===== config.mk =====
export PLATFORM = sky130hd
export DESIGN_NAME = sysid_uptime_slave
export DESIGN_NICKNAME = d
export VERILOG_FILES = /design/src/rtl/sysid_pkg.sv /design/src/rtl/sysid_uptime_ctr.sv /design/src/rtl/sysid_uptime_slave.sv
export SDC_FILE = /design/constraint.sdc
export NUM_CORES = 1
export LEC_CHECK = 0
export ABC_AREA = 0
export BUFFER_PORTS_ARGS = -buffer_cell sky130_fd_sc_hd__buf_2
export CAP_MARGIN = 20
export CORE_MARGIN = 4
export CORE_UTILIZATION = 55
export DETAILED_ROUTE_END_ITERATION = 10
export GPL_TIMING_DRIVEN = 0
export PLACE_DENSITY = 0.75
export SETUP_SLACK_MARGIN = 0.15
export SLEW_MARGIN = 0
export SYNTH_ARGS = -nofsm -noshare
export SYNTH_HDL_FRONTEND = slang
export SYNTH_SLANG_ARGS = --single-unit

===== constraint.sdc =====
create_clock -name clock -period 2.31 [get_ports clock]
set_input_delay 0 -clock clock [delete_from_list [all_inputs] [get_ports clock]]
set_output_delay 0 -clock clock [all_outputs]
set_load 0.01 [all_outputs]

===== src/rtl/sysid_pkg.sv =====
// Shared definitions for the system-ID / uptime peripheral: register word
// offsets, CTRL bit positions, counter width and a byte-lane merge helper.
package sysid_pkg;

    localparam int CNT_W        = 64;

    localparam int REG_SYSID    = 0;
    localparam int REG_TSTAMP   = 1;
    localparam int REG_CTRL     = 2;
    localparam int REG_UP_LO    = 3;
    localparam int REG_UP_HI    = 4;
    localparam int REG_SCRATCH0 = 5;

    localparam int CTRL_EN      = 0;
    localparam int CTRL_CLR     = 1;
    localparam int CTRL_IRQ_EN  = 2;
    localparam int CTRL_PEND    = 9;

    // Replace only the byte lanes whose enable bit is set.
    function automatic logic [31:0] be_merge(input logic [31:0] old_val,
                                             input logic [31:0] wdata,
                                             input logic [3:0]  be);
        logic [31:0] res;
        res = old_val;
        for (int k = 0; k < 4; k++) begin
            if (be[k]) res[8*k +: 8] = wdata[8*k +: 8];
        end
        return res;
    endfunction

endpackage


===== src/rtl/sysid_uptime_ctr.sv =====
// 64-bit free-running uptime counter with clear/enable, and the high-word
// shadow captured whenever software reads the low word.
// Optional macro SYSID_UPTIME_IRQ_EN adds the compare match, the sticky
// pending flag and the registered irq output.
module sysid_uptime_ctr
    import sysid_pkg::*;
(
    input  logic        clock,
    input  logic        reset_n,
    input  logic        en,
    input  logic        clr,
    input  logic        snap,
`ifdef SYSID_UPTIME_IRQ_EN
    input  logic [31:0] compare,
    input  logic        pend_clr,
    input  logic        irq_en,
    output logic        pending,
    output logic        irq,
`endif
    output logic [31:0] count_lo,
    output logic [31:0] shadow_hi
);

    logic [CNT_W-1:0] count_reg;
    logic [31:0]      shadow_reg;

    // Counter: clear takes priority over the increment; wraps naturally.
    always_ff @(posedge clock) begin
        if (!reset_n) begin
            count_reg <= '0;
        end else if (clr) begin
            count_reg <= '0;
        end else if (en) begin
            count_reg <= count_reg + CNT_W'(1);
        end
    end

    // Shadow of the upper word, taken at the same edge the low word is returned.
    always_ff @(posedge clock) begin
        if (!reset_n) begin
            shadow_reg <= '0;
        end else if (snap) begin
            shadow_reg <= count_reg[CNT_W-1:32];
        end
    end

    assign count_lo  = count_reg[31:0];
    assign shadow_hi = shadow_reg;

`ifdef SYSID_UPTIME_IRQ_EN
    logic pending_reg;
    logic irq_reg;

    // Sticky match flag; a match in the same cycle as a clear keeps it set.
    always_ff @(posedge clock) begin
        if (!reset_n) begin
            pending_reg <= 1'b0;
        end else if (en && (count_reg[31:0] == compare)) begin
            pending_reg <= 1'b1;
        end else if (pend_clr) begin
            pending_reg <= 1'b0;
        end
    end

    // Interrupt line is a registered, masked copy of the pending flag.
    always_ff @(posedge clock) begin
        if (!reset_n) begin
            irq_reg <= 1'b0;
        end else begin
            irq_reg <= pending_reg & irq_en;
        end
    end

    assign pending = pending_reg;
    assign irq     = irq_reg;
`endif

endmodule


===== src/rtl/sysid_uptime_slave.sv =====
// System-ID peripheral on Avalon-MM: build ID and timestamp, a 64-bit uptime
// counter with coherent lo/hi reads, CTRL and scratch registers. Reads return
// one cycle after the strobe with readdatavalid; there is no waitrequest.
// Optional macro SYSID_UPTIME_IRQ_EN adds the COMPARE register (after the
// scratch block), CTRL irq_en/pending bits and the irq output.
module sysid_uptime_slave
    import sysid_pkg::*;
#(
    parameter logic [31:0] SYSTEM_ID   = 32'h0000_0000,
    parameter logic [31:0] TIMESTAMP   = 32'h0000_0000,
    parameter int          NUM_SCRATCH = 2,
    parameter int          ADDR_W      = 3
) (
    input  logic              clock,
    input  logic              reset_n,
    input  logic [ADDR_W-1:0] address,
    input  logic              read,
    input  logic              write,
    input  logic [31:0]       writedata,
    input  logic [3:0]        byteenable,
    output logic [31:0]       readdata,
    output logic              readdatavalid
`ifdef SYSID_UPTIME_IRQ_EN
    ,
    output logic              irq
`endif
);

    localparam int SCR_N = (NUM_SCRATCH > 0) ? NUM_SCRATCH : 1;

    localparam logic [ADDR_W-1:0] A_SYSID  = ADDR_W'(REG_SYSID);
    localparam logic [ADDR_W-1:0] A_TSTAMP = ADDR_W'(REG_TSTAMP);
    localparam logic [ADDR_W-1:0] A_CTRL   = ADDR_W'(REG_CTRL);
    localparam logic [ADDR_W-1:0] A_UP_LO  = ADDR_W'(REG_UP_LO);
    localparam logic [ADDR_W-1:0] A_UP_HI  = ADDR_W'(REG_UP_HI);

    // A write colliding with a read is dropped; the read is served.
    logic wr_en;
    logic wr_ctrl;
    logic clr_pulse;
    logic snap;
    logic en_reg;
    logic [31:0] count_lo;
    logic [31:0] shadow_hi;
    logic [31:0] ctrl_rd;
    logic [31:0] rd_mux;
    logic [32*SCR_N-1:0] scratch_flat;

    assign wr_en     = write & ~read;
    assign wr_ctrl   = wr_en && (address == A_CTRL);
    assign clr_pulse = wr_ctrl & byteenable[0] & writedata[CTRL_CLR];
    assign snap      = read && (address == A_UP_LO);

    // CTRL.en: counting enabled out of reset.
    always_ff @(posedge clock) begin
        if (!reset_n) begin
            en_reg <= 1'b1;
        end else if (wr_ctrl && byteenable[0]) begin
            en_reg <= writedata[CTRL_EN];
        end
    end

    // Scratch registers, one generated instance per word.
    genvar gi;
    generate
        for (gi = 0; gi < SCR_N; gi++) begin : g_scr
            if (gi < NUM_SCRATCH) begin : g_rw
                logic [31:0] val_reg;
                // Byte-enabled software storage.
                always_ff @(posedge clock) begin
                    if (!reset_n) begin
                        val_reg <= '0;
                    end else if (wr_en && (address == ADDR_W'(REG_SCRATCH0 + gi))) begin
                        val_reg <= be_merge(val_reg, writedata, byteenable);
                    end
                end
                assign scratch_flat[32*gi +: 32] = val_reg;
            end else begin : g_none
                assign scratch_flat[32*gi +: 32] = '0;
            end
        end
    endgenerate

`ifdef SYSID_UPTIME_IRQ_EN
    localparam logic [ADDR_W-1:0] A_CMP = ADDR_W'(REG_SCRATCH0 + NUM_SCRATCH);

    logic        irq_en_reg;
    logic [31:0] compare_reg;
    logic        pend_clr;
    logic        pending;

    assign pend_clr = wr_ctrl & byteenable[1] & writedata[CTRL_PEND];

    // CTRL.irq_en and the COMPARE register.
    always_ff @(posedge clock) begin
        if (!reset_n) begin
            irq_en_reg  <= 1'b0;
            compare_reg <= 32'hFFFF_FFFF;
        end else begin
            if (wr_ctrl && byteenable[0]) irq_en_reg <= writedata[CTRL_IRQ_EN];
            if (wr_en && (address == A_CMP)) begin
                compare_reg <= be_merge(compare_reg, writedata, byteenable);
            end
        end
    end
`endif

    sysid_uptime_ctr u_ctr (
        .clock     (clock),
        .reset_n   (reset_n),
        .en        (en_reg),
        .clr       (clr_pulse),
        .snap      (snap),
`ifdef SYSID_UPTIME_IRQ_EN
        .compare   (compare_reg),
        .pend_clr  (pend_clr),
        .irq_en    (irq_en_reg),
        .pending   (pending),
        .irq       (irq),
`endif
        .count_lo  (count_lo),
        .shadow_hi (shadow_hi)
    );

    // CTRL readback: clr always reads 0.
    always_comb begin
        ctrl_rd          = '0;
        ctrl_rd[CTRL_EN] = en_reg;
`ifdef SYSID_UPTIME_IRQ_EN
        ctrl_rd[CTRL_IRQ_EN] = irq_en_reg;
        ctrl_rd[CTRL_PEND]   = pending;
`endif
    end

    // Read mux; unmapped words return 0.
    always_comb begin
        rd_mux = '0;
        if (address == A_SYSID)       rd_mux = SYSTEM_ID;
        else if (address == A_TSTAMP) rd_mux = TIMESTAMP;
        else if (address == A_CTRL)   rd_mux = ctrl_rd;
        else if (address == A_UP_LO)  rd_mux = count_lo;
        else if (address == A_UP_HI)  rd_mux = shadow_hi;
        for (int i = 0; i < NUM_SCRATCH; i++) begin
            if (address == ADDR_W'(REG_SCRATCH0 + i)) rd_mux = scratch_flat[32*i +: 32];
        end
`ifdef SYSID_UPTIME_IRQ_EN
        if (address == A_CMP) rd_mux = compare_reg;
`endif
    end

    // Registered read response, one cycle after the strobe.
    always_ff @(posedge clock) begin
        if (!reset_n) begin
            readdata      <= '0;
            readdatavalid <= 1'b0;
        end else begin
            readdatavalid <= read;
            if (read) readdata <= rd_mux;
        end
    end

endmodule

# Word-level counts from Yosys, hierarchy flattened

Cells that the tools add are included.

Register bits: 194
Input port bits: 43
Logic and storage cells: 47
Output and inout bits: 33

Reduce and logical (&&, ||, !) cells: 15
Multiplexer cells: 7
Equal/unequal tests: 6
Bitwise logic cells: 5
Add/sub/neg operators: 1

Operator list:

| operator              | count |
|---|---|
| $mux 32               | 7 |
| $add 64x1->64 const B | 1 |
| $reduce_and 2->1      | 8 |
| $eq 3x3->1 const B    | 3 |
| $eq 3x2->1 const B    | 2 |
| $logic_and 1x1->1     | 5 |
| $and 1x1->1           | 3 |
| $eq 3x1->1 const B    | 1 |
| $logic_not 3->1       | 1 |
| $not 1->1             | 2 |
| $reduce_or 2->1       | 1 |

# Longest topological paths before layout

Gate-level depths: netlist of run 1.

Depth after elaboration: 8
Depth in mapped cells: 8
Gate-level depth less buffers: 6

# Modules after synthesis

From an unflattened synthesis of run 1, not the netlist that was laid out.

Cells, all modules: 1118
Area, all modules: 10274.9 µm²

Modules (own cells, without submodules):

| module             | area each (µm²) | instances | cells an instance | sequential area each (µm²) |
|---|---|---|---|---|
| sysid_uptime_slave | 5589.1          | 1         | 585               | 1961.9 |
| sysid_uptime_ctr   | 4685.7          | 1         | 533               | 1921.8 |

# Worst setup path before layout of run 1

No wires, ideal clock.

Path kind: register -> register
Start: reg u_ctr.count_reg[0]
End: reg u_ctr.count_reg[54]
Setup slack: 0.325 ns
Setup time: 0.070 ns
Buffers on the path: 0
Data arrival time: 1.914 ns
Data required time: 2.240 ns
Stages on the path, launching flop included: 7
Period minus slack after synthesis: 1.985 ns
Cell sequence: dfxtp_1 ha_1 nand3_1 nor4_2 nand4_2 or3_1 a21oi_1

Longest elaborated chain between the ends: 1

RTL lines:

| what                   | line                   | source |
|---|---|---|
| start, declared        | sysid_uptime_ctr.sv:24 | `logic [CNT_W-1:0] count_reg;` |
| start signal, assigned | sysid_uptime_ctr.sv:34 | `count_reg <= count_reg + CNT_W'(1);` |
| $add 64x1->64          | sysid_uptime_ctr.sv:34 |  |

No other way between the ends.
A chain may end at the register's enable or synchronous reset.

==> flow_summary.toml, run 1 <==
[cells_and_area]
seq_area_um2 = 3904
nFillCells = 1198
nNetsFinal = 1217
layout_commonest_cell = "dfxtp_1"
drive_gt1_share_pct = 16.61
layout_common_cells = "dfxtp_1, nand2_1, a21oi_1, nand3_1, nor2_1"
multi_input_area_um2 = 4489
syn_to_final_growth_pct = 22.72
instances_no_fill = 1375

[placement]
place_congestion = 0.9492
io_buffers = 69
dpl.cell_count = 1282
hpwl_um = 18500

[route]
drc = 0
drt-total-wl_um = 26230
routed_via_density = 6.113
first_pass_iters = 6
final_antenna_net_count = 0
first_iter_violations = 867
vias = 8405
wl_per_cell_um = 19.08

[min_path]
min_path_type = "in2reg"
hp-start = "byteenable[3]"
min_path_cells = 3
min_to = "g_scr[1].g_rw.val_reg[27]$_SDFFE_PN0P_"

[global_route]
grt_pass1_vias = 7461
grt_usage_pct = 28.81
antenna_found_initial = 0
grt_max_degree = 17
globalRouteOverflowTotal = 0
grt_pass1_wl_um = 40680

[critical_path]
cpMaxStageDelayCell = "nor3_4"
path_max_fanout = 8
max_stage_delay_ps = 370
crit_required_ps = 2680
r2r_cells = 8
rrSetupSlack_ps = 160
critPathLaunchType = "flop"
regToRegEndpoint = "u_ctr.count_reg[63]$_SDFFE_PP0P_"
crit_type = "reg2reg"
worstSetupEndpointType = "flop"
cp_cell_sequence = "clkbuf_4, nand4_1, nor3_4, nand4_1, buf_4, buf_4, or3_1, a21oi_1"
worst_ep_arrival_time_ps = 2520
rr_startpoint = "en_reg$_SDFFE_PN1N_"

[synthesis]
synthArstFlopShare_pct = 0
netlist_area_um2 = 8542
syn_area_per_cell_um2 = 8.334
synth_seq_cells = 194
synth_cell_types = 41
synthFlopType = "dfxtp_1"
synth_area_leaders = "dfxtp_1, nand2_1, a21oi_1, nand3_1, mux2_2"
syn-num-nets = 1069
synth-edff-count = 0
yosysWarnings = 0
ys_seq_area_share_pct = 45.47
yosysTopAreaCell = "dfxtp_1"
synth_top_area_share_pct = 45.47
syn_inst = 1025

[clock_tree]
cts_root_buffer = "clkbuf_16"
numCtsBuffers = 17
cts_tree = "built"
clockBufferDepth = 2
cts_sinks = 194
h-tree-depth = 4
clk-insertion-delay-late_ps = 440
clk_pin_slew_ps = 70

[sta]
tns_ps = 0
hold_ws_ps = 22.08
maxSlewViolCount = 0
max_freq_mhz = 464.1
setup_viol = 0
rsz0062_at_grt = "yes"
hold_violations = 0
tightest_slew_ps = 661.4
fin_crit_sh_pct = 93.28
finalCriticalPeriod_ps = 2155
slew-limit-headroom_pct = 55.91
fin_skew_ps = 6.852

[power]
vdd_drop_max_uv = 545.9
powerDensity_nw_per_um2 = 663.0
cellLeakagePower_nw = 3.779
total_power_mw = 6.950

[floorplanning]
coreArea_um2 = 15200
placementRows = 45
ios = 76
initial_utilization_pct = 56.19
fp.dieH_um = 132.6
fp.dieW_um = 132.6
die_area_um2 = 17590

[status]
status = "finished clean"

[job]
maxCapViolations = 0
-- per-layer routing --
layer,GRT usage (%),vias to the layer above,share of wire (%)
met5,0,-,0
met4,8.891,0,2.1
met3,4.829,52,8.7
met2,45.80,406,46
met1,40.33,3980,43
li1,-,3967,-
-- report_power, final --
| group | internal [mW] | leakage (nW) | switching, mW |
|---|---|---|---|
| logic | 0.155 | 1.91 | 0.279 |
| registers | 3.39 | 1.58 | 0.0262 |
| clock network | 1.81 | 0.297 | 1.29 |
-- kinds of logic (layout without fill, tap and decap cells) --
kind of cell | count (synthesis) | count (layout) | share of synthesized area (%)
xor gates and xnor gates | 40 | 40 | 4.101
and+or+nand+nor | 434 | 434 | 24.55
adders and majority gates | 1 | 1 | 0.1465
buffers and inverters | 82 | 243 | 3.706
AOI/OAI and AO/OA | 239 | 239 | 17.47
muxes | 35 | 35 | 4.555
other | 0 | 1 | 0
DFF | 194 | 194 | 45.47
-- stage by stage --
stage / instance area, um^2 / setup slack [ps] / utilization [%]
after floorplan: 8542 / 325.4 / -
after global placement: 9123 / -282.8 / 60.01
after detailed placement: 9123 / -284.7 / 60.01
after CTS: 10300 / 168.4 / 67.74
after global routing: 10480 / 18.35 / 68.94
final: 10480 / 155.1 / 68.95
-- how the worst max path moves through the flow --
stage | start | endpoint | cells after the start
after floorplan | u_ctr.count_reg[0]$_SDFFE_PP0P_ | u_ctr.count_reg[54]$_SDFFE_PP0P_ | 6
after global placement | en_reg$_SDFFE_PN1N_ | u_ctr.count_reg[53]$_SDFFE_PP0P_ | 7
after detailed placement | u_ctr.count_reg[0]$_SDFFE_PP0P_ | u_ctr.count_reg[54]$_SDFFE_PP0P_ | 6
after CTS | u_ctr.count_reg[0]$_SDFFE_PP0P_ | u_ctr.count_reg[44]$_SDFFE_PP0P_ | 6
after global routing | en_reg$_SDFFE_PN1N_ | u_ctr.count_reg[53]$_SDFFE_PP0P_ | 8
final | en_reg$_SDFFE_PN1N_ | u_ctr.count_reg[63]$_SDFFE_PP0P_ | 8
-- cell type report --
type / instances / area share, %
multi-input combinational: 749 / 42.83
sequential: 194 / 37.24
timing repair buffer: 129 / 8.594
clock buffer: 19 / 4.130
buffer: 73 / 2.853
tap: 188 / 2.244
clock inverter: 13 / 1.767
inverter: 9 / 0.3223
antenna: 1 / 0.02387
-- worst max-delay path: cells and delay by family, from the launching register on --
kind	cells	cell delay, ps
and+or+nand+nor	4	1120
buffers and inverters	3	520
DFF	1	310
AOI/OAI and AO/OA	1	140
-- timing repair --
item                                   in CTS  in global routing
gates cloned                                0                  0
endpoints found under the hold margin      66                  0
resized for setup                           9                 44
setup endpoints to repair                  34                 48
pin swaps                                   6                  5
buffers inserted                           10                  8
hold buffers                               42                  0
-- cells in the mapped netlist (4+ instances only) --
cell type  count
and2_1         4
a211oi_1      31
a22oi_1       31
xnor2_1        8
nor2b_1        4
clkbuf_1      66
or4_1          8
or3_1         15
o31ai_1        8
nor4_1         5
a21oi_1      118
mux2_2        31
o21ai_0       17
nor3_1         8
dfxtp_1      194
mux2i_1        4
nand4_1       27
nand2_1      159
and3_1        14
a22o_1        31
nand3_1       92
inv_1          9
buf_2          4
nor2_1        83
xor2_1        32
(Power assumes the default switching activity.)
==> run 2: changes to the inputs <==
--- a/config.mk
+++ b/config.mk
@@ -6,13 +6,14 @@
 export NUM_CORES = 1
 export LEC_CHECK = 0
 export ABC_AREA = 0
-export BUFFER_PORTS_ARGS = -buffer_cell sky130_fd_sc_hd__buf_2
 export CAP_MARGIN = 20
 export CORE_MARGIN = 4
 export CORE_UTILIZATION = 55
+export CTS_BUF_LIST = sky130_fd_sc_hd__clkbuf_16
 export DETAILED_ROUTE_END_ITERATION = 10
+export DONT_BUFFER_PORTS = 1
 export GPL_TIMING_DRIVEN = 0
-export PLACE_DENSITY = 0.75
+export PLACE_DENSITY = 0.7
 export SETUP_SLACK_MARGIN = 0.15
 export SLEW_MARGIN = 0
 export SYNTH_ARGS = -nofsm -noshare
==> run 2 against run 1 <==
Flip-flop and latch count did not move. Core utilization shrank 2.7 points. Non-clock buffer count is 73 lower. Count of clock-buffer cells in the layout fell by 2. Setup slack gained 27 ps. Highest routed layer unchanged. Via count decreased by 4.0%.
==> flow_summary.toml, run 2 (synthesized netlist as in run 1, its figures left out) <==
[status]
status = "finished clean"

[cells_and_area]
design_area_um2 = 10080
instances_no_fill = 1301
layout_common_cells = "dfxtp_1, nand2_1, a21oi_1, nand3_1, nor2_1"
finish.utilization_pct = 66.29
drive_gt1_share_pct = 11.32
syn_to_final_growth_pct = 17.97
antenna_cells = 0
nNetsFinal = 1144
layout_commonest_cell = "dfxtp_1"

[clock_tree]
cts_tree = "built"
cts_root_buffer = "clkbuf_16"
numCtsBuffers = 17
cts_sinks = 194
clk_pin_slew_ps = 70
h-tree-depth = 4
clk-insertion-delay-late_ps = 440
clockBufferDepth = 2

[route]
vias = 8065
first_pass_iters = 6
final_antenna_net_count = 0
drc = 0
drt-total-wl_um = 25960
routed_via_density = 6.199
first_iter_violations = 891
wl_per_cell_um = 19.95

[floorplanning]
fp.dieW_um = 132.6
die_area_um2 = 17590
placementRows = 45
coreArea_um2 = 15200
fp.dieH_um = 132.6
initial_utilization_pct = 56.19
ios = 76

[global_route]
grt_pass1_wl_um = 41200
antenna_found_initial = 0
grt_pass1_vias = 7553
grt_usage_pct = 29.16
grt_max_degree = 17
globalRouteOverflowTotal = 0

[sta]
maxSlewViolCount = 0
setup_viol = 0
hold_violations = 0
tightest_slew_ps = 682.5
fin_skew_ps = 8.221
fin_crit_sh_pct = 92.13
max_freq_mhz = 469.9
rsz0062_at_grt = "no"
hold_ws_ps = 11.70
slew-limit-headroom_pct = 54.50
finalCriticalPeriod_ps = 2128

[critical_path]
crit_type = "reg2reg"
critPathLaunchType = "flop"
path_max_fanout = 10
worstSetupEndpointType = "flop"
crit_required_ps = 2680
worst_ep_arrival_time_ps = 2500

[placement]
io_buffers = 0
placed_area_um2 = 8777
dpl.cell_count = 1213
place_congestion = 0.8783
hpwl_um = 18640

[power]
total_power_mw = 6.820
vdd_drop_max_uv = 558.9
powerDensity_nw_per_um2 = 676.7
cellLeakagePower_nw = 3.459

[job]
maxCapViolations = 0

[min_path]
min_path_type = "in2reg"
## run 2: cell types whose count changed in the layout (fill, tap and decap cells not counted), moves of 2 or more
cell / change
buf_2: -69
dlygate4sd3_1: -4
buf_6: +2
clkbuf_2: -2
clkinvlp_4: +2
dfxtp_2: +2
inv_1: +2
nand3_2: -2
nor3_2: -2
nor3_4: +2
## run 2: power by group
part           internal, mW  switching (mW)  total [mW]
Clock                  1.69            1.33        3.02
Combinational         0.117           0.248       0.365
Sequential             3.39          0.0460        3.43
## run 2: worst max-delay path: stages, from the launching register on
cell and delay, ps:
dfxtp_2 320, buf_6 120, nand4_1 330, nor3_4 370, nand4_1 140, buf_6 160, buf_4 160, or3_1 300
a21oi_1 140
## run 2: layout make-up
class,instances,area (um^2)
plain buffers,73,296.5
clock buffers,17,425.4
clock inverters,15,167.7
fillers,1281,5125
inverters,9,33.78
multi-input cells,749,4493
flip-flops and latches,194,3902
well taps,188,235.2
repair buffers,56,523.0
## run 2: final timing paths
| path | startpoint | endpoint | slack [ps] | cells past startpoint |
|---|---|---|---|---|
| max | en_reg$_SDFFE_PN1N_ | u_ctr.count_reg[59]$_SDFFE_PP0P_ | 180 | 8 |
| min | byteenable[2] | g_scr[1].g_rw.val_reg[16]$_SDFFE_PN0P_ | 10 | 3 |
| max reg2reg | en_reg$_SDFFE_PN1N_ | u_ctr.count_reg[59]$_SDFFE_PP0P_ | 180 | 8 |
| min reg2reg | g_scr[1].g_rw.val_reg[28]$_SDFFE_PN0P_ | g_scr[1].g_rw.val_reg[28]$_SDFFE_PN0P_ | 450 | 2 |
## run 2: layer usage
metal / up-vias / part of all wire [%] / wire, um / GRT usage [%]
met5: - / 0 / 0 / 0
met3: 59 / 8.7 / 2266 / 6.806
li1: 3807 / - / - / -
met2: 383 / 45 / 11660 / 45.09
met4: 0 / 2.3 / 598 / 9.065
met1: 3816 / 44 / 11430 / 40.64
## run 2: timing repair
action,4_1_cts,5_1_grt
endpoints found under the hold margin,72,0
pin swaps,7,9
hold buffers,38,0
setup endpoints to repair,36,23
gates resized for setup,12,40
setup buffers,11,7
## run 2: metrics by stage
stage          setup TNS (ps)  setup slack (ps)
6_report                    0             181.8
5_1_grt                     0             135.2
4_1_cts                     0             132.4
3_5_place_dp           -15640            -447.1
3_3_place_gp           -12930            -440.2
2_1_floorplan               0             325.4
==> run 3: changes to the inputs <==
--- a/config.mk
+++ b/config.mk
@@ -7,13 +7,16 @@
 export LEC_CHECK = 0
 export ABC_AREA = 0
 export CAP_MARGIN = 20
+export CELL_PAD_IN_SITES_DETAIL_PLACEMENT = 1
+export CELL_PAD_IN_SITES_GLOBAL_PLACEMENT = 1
 export CORE_MARGIN = 4
-export CORE_UTILIZATION = 55
+export CORE_UTILIZATION = 48
 export CTS_BUF_LIST = sky130_fd_sc_hd__clkbuf_16
 export DETAILED_ROUTE_END_ITERATION = 10
 export DONT_BUFFER_PORTS = 1
 export GPL_TIMING_DRIVEN = 0
-export PLACE_DENSITY = 0.7
+export HOLD_SLACK_MARGIN = 0.06
+export PLACE_DENSITY_LB_ADDON = 0.1
 export SETUP_SLACK_MARGIN = 0.15
 export SLEW_MARGIN = 0
 export SYNTH_ARGS = -nofsm -noshare
==> run 3 against run 2 <==
Cell area is 2.1% higher. Sequential share of layout area is 0.58 points lower. Setup slack worse by 28 ps. Global-route usage is 0.90 points higher. Clock power hardly changed. Total power is 0.21% lower. Routed wire length is 19% higher. Fmax is 1.3% lower. Register-to-register slack worse by 30 ps. Clock skew is 3.7 ps higher. Die area is 14% higher. Largest cell class unchanged. Largest power group unchanged. Highest routed layer unchanged.
==> flow_summary.toml, run 3 (synthesized netlist as in run 1, its figures left out) <==
[power]
cellLeakagePower_nw = 3.528
power_frac_clock_pct = 44.1
vdd_drop_max_uv = 516.7
pwr-share-seq_pct = 50.3
combPwrFrac_pct = 5.6
p_sw_mw = 1.697
p_int_mw = 5.108
p_sw_share_pct = 24.94
powerDensity_nw_per_um2 = 661.3

[sta]
fin_skew_ps = 11.96
hold_ws_ps = 84.79
finalCriticalPeriod_ps = 2156
hold_violations = 0
rsz0062_at_grt = "yes"
fin_crit_sh_pct = 93.32
tightest_slew_ps = 707.3
maxSlewViolCount = 0
max_freq_mhz = 463.9
setup_viol = 0
tns_ps = 0
slew-limit-headroom_pct = 52.85

[route]
drt-total-wl_um = 30970
final_antenna_net_count = 0
routed_via_density = 6.151
wl_per_cell_um = 22.86
wl_met2_um = 14790
drc = 0
vias = 8335
first_iter_violations = 738
wl_met1_um = 13670
top_layer = "met4"
met3_length_um = 1959
first_pass_iters = 5

[cells_and_area]
syn_to_final_growth_pct = 20.46
layout_common_cells = "dfxtp_1, nand2_1, a21oi_1, nand3_1, nor2_1"
design_area_um2 = 10290
multi_input_area_um2 = 4512
instances_no_fill = 1355
seq_area_um2 = 3925
layout_commonest_cell = "dfxtp_1"
nFillCells = 2069
nNetsFinal = 1160
drive_gt1_share_pct = 13.20

[global_route]
antenna_found_initial = 1
grt_pass1_vias = 8177
globalRouteOverflowTotal = 0
grt_usage_pct = 30.07
grt_max_degree = 18
grt_pass1_wl_um = 46890

[floorplanning]
initial_utilization_pct = 49.21
die_area_um2 = 19990
placementRows = 48
fp.dieW_um = 141.4
fp.dieH_um = 141.4
coreArea_um2 = 17360
ios = 76

[critical_path]
path_common_cell = "nand4_1"
startpoint = "u_ctr.count_reg[14]$_SDFFE_PP0P_"
crit_required_ps = 2680
worst_ep_arrival_time_ps = 2520
cp_cell_sequence = "nand4_1, nor4_4, nand4_1, buf_4, buf_2, or3_1, a21oi_1"
cp_top_family = "simple AND/OR/NAND/NOR gates"
rr_startpoint = "u_ctr.count_reg[14]$_SDFFE_PP0P_"
worstSetupEndpointType = "flop"
max_stage_delay_ps = 430
crit_type = "reg2reg"
worstPathBufferInverterCount = 2
path_max_fanout = 10
cpMaxStageDelayCell = "dfxtp_2"
critPathLaunchType = "flop"

[placement]
io_buffers = 0
placed_area_um2 = 8823
dpl.cell_count = 1250
hpwl_um = 21160
place_congestion = 0.8318

[min_path]
min_path_type = "in2reg"
hp-start = "address[2]"

[status]
status = "finished clean"

[clock_tree]
h-tree-depth = 4
clockBufferDepth = 2
numCtsBuffers = 17
cts_root_buffer = "clkbuf_16"
cts_sinks = 194
clk-insertion-delay-late_ps = 440
cts_tree = "built"
clk_pin_slew_ps = 70

[job]
maxCapViolations = 0
run 3: cell types whose count changed in the layout (fill, tap and decap cells not counted), moves of 2 or more:
| cell | before | now |
|---|---|---|
| buf_4 | 19 | 28 |
| clkbuf_1 | 64 | 62 |
| dfxtp_2 | 15 | 24 |
| dfxtp_1 | 179 | 167 |
| buf_6 | 3 | 1 |
| inv_6 | 1 | 3 |
| dfxtp_4 | 0 | 3 |
| dlygate4sd3_1 | 38 | 46 |
| clkbuf_2 | 2 | 4 |
run 3: path summary, 6_finish.rpt:
kind	to	slack, ps	depth (start not counted)
setup reg to reg	u_ctr.count_reg[53]$_SDFFE_PP0P_	150	7
hold / removal	readdata[0]$_SDFFE_PN0P_	80	5
hold reg to reg	g_scr[0].g_rw.val_reg[5]$_SDFFE_PN0P_	460	2
setup / recovery	u_ctr.count_reg[53]$_SDFFE_PP0P_	150	7
run 3: area by class of cell:
cell class	count	share of cell area, %
Clock inverter	15	1.532
Inverter	9	0.3283
Antenna cell	1	0.02432
Tap cell	225	2.736
Timing Repair Buffer	72	6.372
Clock buffer	17	4.134
Multi-Input combinational cell	749	43.85
Sequential cell	194	38.14
Buffer	73	2.882
run 3: what timing repair did:
item,in CTS,in global routing
endpoints found under the hold margin,71,0
endpoints found under the setup margin,42,30
resized for setup,13,56
buffers inserted,12,14
hold buffers,46,0
pin swaps,5,14
run 3: worst register-to-register path: stages (launching register included):
cell     delay [ps]
dfxtp_2         430
nand4_1         220
nor4_4          400
nand4_1         190
buf_4           200
buf_2           180
or3_1           330
a21oi_1         130
run 3: per-layer routing:
| layer | up-vias | track usage, % |
|---|---|---|
| met3 | 46 | 6.606 |
| met1 | 4152 | 40.26 |
| met4 | 0 | 7.879 |
| li1 | 3842 | - |
| met5 | - | 0 |
| met2 | 295 | 49.46 |
run 3: metrics by stage:
stage	total power [mW]	setup WS (ps)	utilization, %
final	6.805	154.2	59.28
after global routing	7.003	43.46	59.28
after CTS	6.813	57.82	57.78
after detailed placement	3.808	-454.2	50.84
after global placement	3.800	-474.1	50.84
after floorplan	3.701	325.4	-
run 3: power by group through the flow:
stage,Clock [mW],Sequential [mW],Combinational (mW)
floorplan,0,3.50,0.204
global placement,0,3.51,0.294
detailed placement,0,3.51,0.301
CTS,3.01,3.43,0.370
global route,3.16,3.43,0.413
finish,3.00,3.43,0.381
